`src/rtl/simon_pkg.sv`:
```
// Shared SIMON 128/256 result-path definitions: block type, capture states, sizing helper.
package simon_pkg;
  localparam int SIMON_N       = 64;
  localparam int SIMON_BLOCK_W = 2 * SIMON_N;

  typedef logic [SIMON_BLOCK_W-1:0] simon_block_t;

  typedef enum logic {
    C_IDLE = 1'b0,
    C_ACK  = 1'b1
  } cap_state_t;

  function automatic int words_per_block(input int n, input int w);
    return (2 * n) / w;
  endfunction
endpackage

```
`src/rtl/simon_cipher_drain_if.sv`:
```
// Core result handshake, outbound word stream and FIFO status bundled for simon_cipher_drain.
interface simon_cipher_drain_if #(
  parameter int N     = 64,
  parameter int W     = 32,
  parameter int DEPTH = 4
);
  logic                         doneData;
  logic [2*N-1:0]               cipher;
  logic                         readData;
  logic                         out_valid;
  logic                         out_ready;
  logic [W-1:0]                 out_data;
  logic                         out_last;
  logic                         full;
  logic                         empty;
  logic [$clog2(DEPTH+1)-1:0]   count;

  modport master (
    input  doneData, cipher, out_ready,
    output readData, out_valid, out_data, out_last, full, empty, count
  );

  modport slave (
    output doneData, cipher, out_ready,
    input  readData, out_valid, out_data, out_last, full, empty, count
  );
endinterface

```
`src/rtl/simon_block_fifo.sv`:
```
// Circular block buffer; head visible one cycle after push, count-derived full/empty.
// Push ignored while full, pop ignored while empty (the caller gates on the flags).
module simon_block_fifo #(
  parameter  int WIDTH = 128,
  parameter  int DEPTH = 4,
  localparam int PW    = (DEPTH > 1) ? $clog2(DEPTH) : 1,
  localparam int CW    = $clog2(DEPTH + 1)
) (
  input  logic             clk,
  input  logic             nR,
  input  logic             push,
  input  logic             pop,
  input  logic [WIDTH-1:0] din,
  output logic [WIDTH-1:0] head,
  output logic             full,
  output logic             empty,
  output logic [CW-1:0]    count
);
  logic [WIDTH-1:0] mem [DEPTH];
  logic [PW-1:0]    wptr;
  logic [PW-1:0]    rptr;
  logic             wr;
  logic             rd;

  assign full  = (count == CW'(DEPTH));
  assign empty = (count == '0);
  assign wr    = push && !full;
  assign rd    = pop && !empty;
  assign head  = mem[rptr];

  always_ff @(posedge clk) begin
    if (wr) mem[wptr] <= din;
  end

  // Pointers wrap naturally because DEPTH is a power of two.
  always_ff @(posedge clk or negedge nR) begin
    if (!nR) begin
      wptr  <= '0;
      rptr  <= '0;
      count <= '0;
    end else begin
      if (wr) wptr <= wptr + PW'(1);
      if (rd) rptr <= rptr + PW'(1);
      count <= count + CW'(wr) - CW'(rd);
    end
  end
endmodule

```
`src/rtl/simon_cipher_drain.sv`:
```
// Captures SIMON result blocks via doneData/readData and streams them out MSW-first as W-bit words.
// Block visible one cycle after capture; readData withheld while the FIFO is full, words held while out_ready=0.
module simon_cipher_drain
  import simon_pkg::*;
#(
  parameter int N     = SIMON_N,
  parameter int W     = 32,
  parameter int DEPTH = 4
) (
  input  logic                 clk,
  input  logic                 nR,
  simon_cipher_drain_if.master bus
);
  localparam int BW  = 2 * N;
  localparam int WPB = words_per_block(N, W);
  localparam int IW  = (WPB > 1) ? $clog2(WPB) : 1;
  localparam int CW  = $clog2(DEPTH + 1);

  cap_state_t      state;
  cap_state_t      nxt;
  logic            push;
  logic            pop;
  logic            xfer;
  logic            full;
  logic            empty;
  logic [CW-1:0]   count;
  logic [BW-1:0]   head;
  logic [BW-1:0]   shifted;
  logic [IW-1:0]   widx;

  simon_block_fifo #(
    .WIDTH (BW),
    .DEPTH (DEPTH)
  ) u_fifo (
    .clk   (clk),
    .nR    (nR),
    .push  (push),
    .pop   (pop),
    .din   (bus.cipher),
    .head  (head),
    .full  (full),
    .empty (empty),
    .count (count)
  );

  always_ff @(posedge clk or negedge nR) begin
    if (!nR) state <= C_IDLE;
    else     state <= nxt;
  end

  // One write per doneData pulse: the write only happens on the IDLE->ACK transition.
  always_comb begin
    nxt  = state;
    push = 1'b0;
    case (state)
      C_IDLE: begin
        if (bus.doneData && !full) begin
          push = 1'b1;
          nxt  = C_ACK;
        end
      end
      C_ACK: begin
        if (!bus.doneData) nxt = C_IDLE;
      end
      default: nxt = C_IDLE;
    endcase
  end

  assign bus.readData  = (state == C_ACK);
  assign bus.full      = full;
  assign bus.empty     = empty;
  assign bus.count     = count;
  assign bus.out_valid = !empty;

  assign shifted      = head << (int'(widx) * W);
  assign bus.out_data = shifted[BW-1 -: W];
  assign bus.out_last = !empty && (widx == IW'(WPB - 1));

  assign xfer = bus.out_valid && bus.out_ready;
  assign pop  = xfer && bus.out_last;

  always_ff @(posedge clk or negedge nR) begin
    if (!nR) begin
      widx <= '0;
    end else if (xfer) begin
      if (bus.out_last) widx <= '0;
      else              widx <= widx + IW'(1);
    end
  end
endmodule

```
`src/flat_wrapper.sv`:
```
// flat-port wrapper written by rule: the top's interface ports become plain ports
module simon_cipher_drain_flat import simon_pkg::*;
#(
  parameter int N     = SIMON_N,
  parameter int W     = 32,
  parameter int DEPTH = 4
)
  (clk, nR, bus_doneData, bus_cipher, bus_out_ready, bus_readData, bus_out_valid, bus_out_data, bus_out_last, bus_full, bus_empty, bus_count);
  simon_cipher_drain_if #(.N(N), .W(W), .DEPTH(DEPTH)) bus_i ();
  input  logic clk;
  input  logic nR;
  input wire logic [$bits(bus_i.doneData)-1:0] bus_doneData;
  input wire logic [$bits(bus_i.cipher)-1:0] bus_cipher;
  input wire logic [$bits(bus_i.out_ready)-1:0] bus_out_ready;
  output wire logic [$bits(bus_i.readData)-1:0] bus_readData;
  output wire logic [$bits(bus_i.out_valid)-1:0] bus_out_valid;
  output wire logic [$bits(bus_i.out_data)-1:0] bus_out_data;
  output wire logic [$bits(bus_i.out_last)-1:0] bus_out_last;
  output wire logic [$bits(bus_i.full)-1:0] bus_full;
  output wire logic [$bits(bus_i.empty)-1:0] bus_empty;
  output wire logic [$bits(bus_i.count)-1:0] bus_count;
  assign bus_i.doneData = bus_doneData;
  assign bus_i.cipher = bus_cipher;
  assign bus_i.out_ready = bus_out_ready;
  assign bus_readData = bus_i.readData;
  assign bus_out_valid = bus_i.out_valid;
  assign bus_out_data = bus_i.out_data;
  assign bus_out_last = bus_i.out_last;
  assign bus_full = bus_i.full;
  assign bus_empty = bus_i.empty;
  assign bus_count = bus_i.count;
  simon_cipher_drain #(.N(N), .W(W), .DEPTH(DEPTH)) u_core (.clk(clk), .nR(nR), .bus(bus_i));
endmodule
```
`config.mk`:
```
export PLATFORM = sky130hd
export DESIGN_NAME = simon_cipher_drain_flat
export DESIGN_NICKNAME = d
export VERILOG_FILES = /design/src/rtl/simon_pkg.sv /design/src/rtl/simon_cipher_drain_if.sv /design/src/rtl/simon_block_fifo.sv /design/src/rtl/simon_cipher_drain.sv /design/src/flat_wrapper.sv
export SDC_FILE = /design/constraint.sdc
export NUM_CORES = 1
export LEC_CHECK = 0
export CORE_MARGIN = 2
export CORE_UTILIZATION = 62
export CTS_CLUSTER_DIAMETER = 100
export DETAILED_ROUTE_END_ITERATION = 8
export GPL_ROUTABILITY_DRIVEN = 0
export GPL_TIMING_DRIVEN = 0
export MAX_ROUTING_LAYER = met4
export PLACE_DENSITY = 0.85
export SYNTH_ARGS = -nofsm -noshare
export SYNTH_HDL_FRONTEND = slang
export SYNTH_SLANG_ARGS = --single-unit
```
`constraint.sdc`:
```
create_clock -name clk -period 7.2 [get_ports clk]
set_input_delay 1.08 -clock clk [delete_from_list [all_inputs] [get_ports clk]]
set_output_delay 1.08 -clock clk [all_outputs]
set_load 0.05 [all_outputs]
```
* Yosys cells after proc, flatten, opt, wreduce, memory -nomap -nowiden
Memory sizes are Yosys's and may differ from the RTL's.
Cells that the tools add are included.
** Storage, ports and cells
- Bits of input ports :: 132
- Output and inout bits :: 40
- Register bits after elaboration :: 10
- Logic and storage cells :: 31
- RAM bits :: 512
- Memories kept :: 1
** Memory list
- u_core.u_fifo.mem :: words 4, width 128, read ports 1, clocked after Yosys merged registers in 0, wr ports 1, RTL line simon_block_fifo.sv:19 : logic [WIDTH-1:0] mem [DEPTH];
** Operators by class
- Bitwise logic cells :: 1
- Muxes and demuxes :: 7
- Add/sub/neg operators :: 5
- Reduce and logical (&&, ||, !) cells :: 9
- Shift operators :: 1
- Equal/unequal tests :: 2
** Operators with widths (count)
- $shl 128x7->128 :: 1
- $add 2x1->2 const B :: 3
- $logic_and 1x1->1 :: 6
- $mux 1 :: 5
- $add 3x1->3 :: 1
- $eq 3x3->1 const B :: 1
- $logic_not 3->1 :: 1
- $sub 3x1->3 :: 1
- $eq 2x2->1 const B :: 1
- $logic_not 1->1 :: 2
- $mux 2 :: 1
- $pmux 1 s2 :: 1
- $not 1->1 :: 1

* Logic depth before layout (Yosys ltp)
Gate-level depths: netlist (run 1).
- Depth in word-level cells :: 8
- Gate-level depth with buffers :: 9
- Mapped depth without buffers :: 9

* Hierarchy
Synthesis (run 1) repeated with hierarchy kept, for this count alone.
** Second synthesis, totals
- Cells, all modules :: 765
- Area, all modules :: 19919.1 sq um
** By module, submodules not included
- simon_block_fifo :: instances 1, seq. area each 15549.9 sq um, area each 18938.2 sq um, cells an instance 711
- simon_cipher_drain :: instances 1, seq. area each 75.1 sq um, area each 980.9 sq um, cells an instance 54

* Worst setup path after synthesis (run 1)
Ideal clock, no wire load.
- Path kind :: reg2reg
- From :: reg u_core.u_fifo.count[0]
- To :: mem u_core.u_fifo.mem[0][0], enable pin
- Buffers on the path :: 0
- Data arrival time :: 4.605 ns
- Data required time :: 6.698 ns
- Path slack :: 2.093 ns
- Period minus slack after synthesis :: 5.107 ns
- Library setup time :: 0.502 ns
- Cell stages (with the launch flop) :: 4
- Path through :: dfrtp_1 nor3b_1 nor3b_1 and2_1
** Between the ends
- Word-level cells in the longest chain between the ends :: 8
** Ends and longest elaborated chain
- start, declared :: RTL line simon_block_fifo.sv:17 : output logic [CW-1:0] count
- start signal, assigned :: RTL line simon_block_fifo.sv:44 : count <= count + CW'(wr) - CW'(rd);
- $eq 3x3->1 * :: RTL line simon_block_fifo.sv:25 : assign full = (count == CW'(DEPTH));
- net bus_full :: RTL line flat_wrapper.sv:19 : output wire logic [$bits(bus_i.full)-1:0] bus_full;
- $logic_not 1->1 * :: RTL line simon_block_fifo.sv:27, simon_cipher_drain.sv:57
- $logic_and 1x1->1 :: RTL line simon_cipher_drain.sv:57 : if (bus.doneData && !full) begin
- $mux 1 :: RTL line simon_cipher_drain.sv:57
- $mux 1 :: RTL line simon_cipher_drain.sv:55 : case (state)
- $logic_and 1x1->1 * :: RTL line simon_block_fifo.sv:27 : assign wr = push && !full;
- $mux 1 * :: RTL line simon_block_fifo.sv:32 : if (wr) mem[wptr] <= din;
- $mux 1 (not written as such) * :: RTL line simon_block_fifo.sv:32
- end, declared :: RTL line simon_block_fifo.sv:19
Mark *: on every way through the listed nets, which the timed path passes. The rest lies on a longest branch.

* Final worst setup path (run 1)
- From :: reg u_core.u_fifo.rptr[1]
- To :: out bus_out_data[14]
** Between the ends
- Word-level cells in the longest chain between the ends :: 2
** Ends and longest elaborated chain
- start, declared :: RTL line simon_block_fifo.sv:21 : logic [PW-1:0] rptr;
- start signal, assigned :: RTL line simon_block_fifo.sv:43 : if (rd) rptr <= rptr + PW'(1);
- $mem_v2 4x128
- $shl 128x7->128 :: RTL line simon_cipher_drain.sv:75 : assign shifted = head << (int'(widx) * W);
- end, declared :: RTL line flat_wrapper.sv:17 : output wire logic [$bits(bus_i.out_data)-1:0] bus_out_data;
Every way passes these cells.

==> out/summary.txt, run 1 <==
Status: finished clean
Antenna viol nets, final: 0
Clock group share of total power: 25.2%
Die area: 33200 sq um
Final setup fails: 0
Crit-path max FO: 10
Final Hold Viols: 0
Initial DRC Count: 1178
Critical Path RT: 6.12 ns
Worst skew pair latency: 0.56 ns
I/O Buffers: 171
Seq pwr share: 38.6%
Reg2Reg Depth: 9
Top cell type's share of synthesized area: 78.2%
Net Sw Frac: 33.9%
Vias: 9625
Setup tns final: 0 ns
CTS tree: done
Clock Sink Count: 522
Nature of the critical path endpoint: output pin
Synthesis-to-layout area growth: 20.5%
Post-synth EDFFs: 512
Mean routed wirelength per cell: 27.7 um
Post-CTS setup buffer count: 0
Area contributors post-synth: edfxtp_1, mux4_2, a22oi_1
DR vias/cell: 6.34
Gates resized, CTS repair: 0
PwrDens: 421 nW/um^2
H-tree levels: 2
Initial antenna violation count: 6
RSZ-0062 raised after global routing: false
Clock buffer depth: 3
I/O pin total: 172
P_leak: 7.64 nW
Post-route worst setup slack: 2.53 ns
Vias in the first global route: 10000
Cell Area, Synth: 19700 sq um
Crit share post-route: 64.9%
Die Y: 182 um
CTS root buf: clkbuf_16
Global Route Usage Sum: 26.6%
Half-perimeter wire length after placement: 25000 um
Minimum clock period: 4.67 ns
Area of the multi-input gates: 3780 sq um
Cell internal pwr: 6.60 mW
Logic pwr share: 36.2%
Commonest non-fill, non-tap cell in the layout: edfxtp_1
Die X-Extent: 182 um
Library cells used by synthesis: 24
Rel. slew slack: 36.8%
Top FF cell, synth: edfxtp_1
Worst-Margin Slew: 0.948 ns
Worst vdd ir: 0.000334 V
Hold Crit Start: u_core.bus.readData
Endpoint, Worst Hold: u_core.bus.readData
R2R setup slack: 4.32 ns
# nets final: 1203
Pre-antenna DRT Iters: 7
Place WS: 3.16 ns
Reg2Reg Capture Point: u_core.u_fifo.count[2]
CTS clk-pin slew, worst paths: 0.06 ns
Final core occ: 75.5%
NetSw: 3.38 mW
CP Class: register to output pin
Yosys top cell by area: edfxtp_1
FILL cells: 1657
Initial Util: 62.6%
Sequential fraction of the synthesis area: 79.5%
Layout cells sized above 1: 21.1%
Hold crit path type: register to register
First-pass GRT wire length: 61900 um
Largest net degree at the start of global routing: 60
Clock skew: 0.0176 ns
Avg Cell Area, Syn: 23.6 sq um
Pins Over Slew Limit: 0
Syn. warnings: 0
Hold path cells: 2
Post-Layout Cell Count: 1517
WL final: 42000 um
Max-Cap Viols: 0
Num CTS Buffers: 50
CP startpoint kind: register
Post-cts hold buffer count: 0
Core box area: 31400 sq um
Most frequent cells in the layout: edfxtp_1, clkdlybuf4s50_1, mux4_2
Syn_nets: 972
Crit path arrival time: 3.59 ns
Max frequency: 214 MHz
FF+latch area: 15600 sq um
Placed cells: 1413
Cell count after synthesis: 832
Reg2reg start: u_core.u_fifo.count[2]
Total congestion overflow: 0
Yosys reg bits: 522
Drt drc: 0
Fraction of registers with async set/reset: 1.92%
FP Rows: 65
[cells by family after synthesis]
group,count (synthesis),share of synthesized area (%)
buffers and inverters,53,1.35
adders and majority gates,8,0.547
xor gates and xnor gates,5,0.223
DFF,522,79.5
muxes,131,14.8
AOI/OAI and AO/OA,65,2.48
and+or+nand+nor,48,1.09
[registers in the layout, indices dropped and copies added, names as in the netlist]
name,count
u_core.bus.readData,1
u_core.u_fifo.wptr,2
u_core.widx,2
u_core.u_fifo.mem,512
u_core.u_fifo.rptr,2
u_core.u_fifo.count,3
[worst max-delay path, stage by stage, from the launching register on]
cell,delay [ns]
dfrtp_1,0.43
buf_2,0.34
buf_1,0.75
mux4_2,0.43
a22oi_1,0.16
nand2_1,0.15
clkdlybuf4s50_1,0.74
[routing by layer]
metal  GRT usage, %  up-vias  part of all wire [%]
met3           4.83       75                   7.9
met4           7.77        0                   2.5
li1               -     4047                     -
met2           42.6      474                    51
met1           35.9     5029                    39
met5              -        -                     0
[final cells by class]
| cell class | count | area share, % |
|---|---|---|
| timing repair buffer | 179 | 8.12 |
| antenna | 10 | 0.106 |
| multi-input combinational | 257 | 16.0 |
| buffer | 45 | 0.993 |
| sequential | 522 | 65.9 |
| clock buffer | 60 | 5.44 |
| inverter | 8 | 0.127 |
| tap | 402 | 2.12 |
| clock inverter | 34 | 1.21 |
[synthesized netlist by cell type (6+ instances only)]
| master | count |
|---|---|
| edfxtp_1 | 512 |
| inv_1 | 8 |
| mux4_2 | 128 |
| buf_1 | 10 |
| a22oi_1 | 64 |
| clkbuf_1 | 19 |
| and2_1 | 6 |
| ha_1 | 7 |
| nand2_1 | 33 |
| dfrtp_1 | 10 |
| buf_4 | 6 |
[stage by stage]
step | hold WS [ns] | power (mW) | area, sq um
2_1_floorplan | 0.534 | 6.33 | 19700
3_3_place_gp | 0.531 | 7.48 | 21900
3_5_place_dp | 0.542 | 7.53 | 22100
4_1_cts | 0.556 | 10.1 | 23700
5_1_grt | 0.596 | 10.3 | 23700
6_report | 0.559 | 9.98 | 23700
[worst max path at each step]
stage,slack (ns),depth (start not counted),to,startpoint
after CTS,2.53,6,bus_out_data[14],u_core.u_fifo.rptr[1]
after detailed placement,3.16,6,bus_out_data[14],u_core.u_fifo.rptr[1]
after floorplan,2.09,3,u_core.u_fifo.mem[0][0],u_core.u_fifo.count[0]
final,2.53,6,bus_out_data[14],u_core.u_fifo.rptr[1]
after global routing,2.43,6,bus_out_data[10],u_core.u_fifo.rptr[1]
after global placement,-0.75,3,u_core.u_fifo.mem[1][18],bus_doneData
[power by group through the flow]
stage	registers (mW)	clock network (mW)	logic, mW
global placement	3.97	0	3.51
CTS	3.85	2.54	3.66
detailed placement	3.91	0	3.62
global route	3.87	2.67	3.81
floorplan	3.95	0	2.38
finish	3.85	2.51	3.62
Note: power is estimated with default switching activity, not from simulation.
==> run 2: changes to the inputs <==
--- a/config.mk
+++ b/config.mk
@@ -6,13 +6,13 @@
 export NUM_CORES = 1
 export LEC_CHECK = 0
 export CORE_MARGIN = 2
-export CORE_UTILIZATION = 62
+export CORE_UTILIZATION = 57
 export CTS_CLUSTER_DIAMETER = 100
 export DETAILED_ROUTE_END_ITERATION = 8
 export GPL_ROUTABILITY_DRIVEN = 0
 export GPL_TIMING_DRIVEN = 0
 export MAX_ROUTING_LAYER = met4
-export PLACE_DENSITY = 0.85
+export PLACE_DENSITY = 0.79
 export SYNTH_ARGS = -nofsm -noshare
 export SYNTH_HDL_FRONTEND = slang
 export SYNTH_SLANG_ARGS = --single-unit
==> constraint.sdc (replaced) <==
create_clock -name clk -period 4.68 [get_ports clk]
set_input_delay 0.702 -clock clk [delete_from_list [all_inputs] [get_ports clk]]
set_output_delay 0.702 -clock clk [all_outputs]
set_load 0.05 [all_outputs]
==> out/summary.txt, run 2 (synthesized netlist as in run 1, its figures left out) <==
Status: finished clean
Layout cells sized above 1: 20.3% (-0.76 points)
H-tree levels: 2 (unchanged)
Final Power: 15.1 mW (+51%)
WL final: 40200 um (-4.3%)
Crit path arrival time: 3.57 ns (-0.02 ns)
Post-cts hold buffer count: 0 (unchanged)
Regs by FF count: u_core.u_fifo.mem (512), u_core.u_fifo.count (3)
DR vias/cell: 6.01 (-5.2%)
Final setup fails: 0 (unchanged)
Crit-path max FO: 10 (unchanged)
Initial DRC Count: 959 (-19%)
CTS root buf: clkbuf_16
P_leak: 7.60 nW (-0.52%)
Vias in the first global route: 9936 (-0.79%)
Half-perimeter wire length after placement: 24600 um (-1.4%)
Num CTS Buffers: 50 (unchanged)
Vias: 9403 (-2.3%)
Die Y: 190 um (+4.2%)
Final Hold Viols: 0 (unchanged)
Initial Util: 57.3% (-5.3 points)
Global Route Usage Sum: 23.5% (-3.1 points)
Clock group share of total power: 24.4% (-0.8 points)
Antenna viol nets, final: 0 (unchanged)
Setup tns final: 0 ns (unchanged)
Most flops, register: u_core.u_fifo.mem
Worst skew pair latency: 0.56 ns (about the same)
CTS tree: done
Mean routed wirelength per cell: 25.7 um (-7.2%)
Final core occ: 69.1% (-6.4 points)
Seq pwr share: 39.1% (+0.5 points)
PwrDens: 638 nW/um^2 (+52%)
Critical Path RT: 3.98 ns (-2.14 ns)
Core box area: 34300 sq um (+9.2%)
Min Hold Slack: 0.462 ns (-0.0968 ns)
RSZ-0062 raised after global routing: false
I/O Buffers: 171 (unchanged)
Clock buffer depth: 3 (unchanged)
Commonest non-fill, non-tap cell in the layout: edfxtp_1
Max-Cap Viols: 0 (unchanged)
Minimum clock period: 4.28 ns
Worst-Margin Slew: 0.973 ns (+0.0254 ns)
Drt drc: 0 (unchanged)
# nets final: 1203 (unchanged)
FP Rows: 68 (+4.6%)
Max reg flops: 512 (unchanged)
Worst vdd ir: 0.000915 V (+170%)
Die area: 36000 sq um (+8.6%)
Post-CTS setup buffer count: 0 (unchanged)
CP startpoint kind: register
Initial antenna violation count: 7 (+1)
Crit share post-route: 91.4%
Net Sw Frac: 33.8% (-0.14 points)
Cell area after placement: 22200 sq um (+0.33%)
Logic pwr share: 36.6% (+0.4 points)
CTS clk-pin slew, worst paths: 0.06 ns (about the same)
Hold crit path type: input pin to async pin
Pre-antenna DRT Iters: 5 (-2)
Pins Over Slew Limit: 0 (unchanged)
First-pass GRT wire length: 59800 um (-3.4%)
CP Class: register to output pin
I/O pin total: 172 (unchanged)
Rel. slew slack: 35.1% (-1.7 points)
Gates resized, CTS repair: 0 (unchanged)
Clock skew: 0.0143 ns (-0.00331 ns)
Most frequent cells in the layout: edfxtp_1, clkdlybuf4s50_1, mux4_2
Post-route design area: 23700 sq um (about the same)
Nature of the critical path endpoint: output pin
Synthesis-to-layout area growth: 20.5% (about the same)
NetSw: 5.10 mW (+51%)
Clock Sink Count: 522 (unchanged)
Largest net degree at the start of global routing: 60 (unchanged)
Die X-Extent: 190 um (+4.2%)
Max frequency: 234 MHz
Total congestion overflow: 0 (unchanged)
Cell internal pwr: 10.0 mW (+52%)
-- run 2: cell types whose count changed in the layout (fill, tap and decap cells not counted), sizes merged --
cell,change
diode,-3
bufinv,-3
clkbuf,+8
clkinvlp,-2
clkinv,-6
-- run 2: stage by stage --
step	instances	setup slack, ns
global route	1564	0.312
detailed placement	1466	0.995
global placement	1458	-0.420
finish	1564	0.405
floorplan	832	0.901
CTS	1557	0.377
-- run 2: power groups by stage --
| stage | clock [mW] | sequential, mW | combinational (mW) |
|---|---|---|---|
| after global routing | 3.92 | 5.94 | 5.84 |
| after detailed placement | 0 | 6.00 | 5.58 |
| after floorplan | 0 | 6.03 | 3.66 |
| after CTS | 3.73 | 5.91 | 5.62 |
| final | 3.68 | 5.91 | 5.53 |
| after global placement | 0 | 6.04 | 5.42 |
-- run 2: worst max-delay path, cell delays in order (launching register included) --
cell and delay, ns:
dfrtp_1 0.42, buf_2 0.35, buf_1 0.77, mux4_2 0.42, a22oi_1 0.20, nand2_1 0.13
clkdlybuf4s50_1 0.72
-- run 2: final cells by class --
class                      instances  area, sq um
antenna                            7         17.5
tap                              455          569
timing repair buffer             179         1930
buffer                            45          235
sequential                       522        15600
fill                            2009        10600
clock inverter                    23          155
clock buffer                      68         1340
inverter                           8         30.0
multi-input combinational        257         3780
-- run 2: metal layers --
| metal | GRT usage [%] | up-vias | share of wire (%) |
|---|---|---|---|
| met5 | - | - | 0 |
| met4 | 5.87 | 0 | 1.8 |
| met3 | 4.17 | 55 | 7.2 |
| met2 | 38.1 | 395 | 51 |
| met1 | 31.6 | 4919 | 40 |
| li1 | - | 4034 | - |
-- run 2: final timing paths --
path | start | to | slack (ns) | cells past startpoint
setup / recovery | u_core.u_fifo.rptr[1] | bus_out_data[8] | 0.40 | 6
hold / removal | nR | u_core.u_fifo.count[2] | 0.46 | 1
setup reg to reg | u_core.u_fifo.count[2] | u_core.u_fifo.mem[3][110] | 1.78 | 5
hold reg to reg | u_core.bus.readData | u_core.bus.readData | 0.56 | 2
max in group asynchronous | nR | u_core.u_fifo.rptr[1] | 3.90 | 1
min in group clk | u_core.bus.readData | u_core.bus.readData | 0.56 | 2
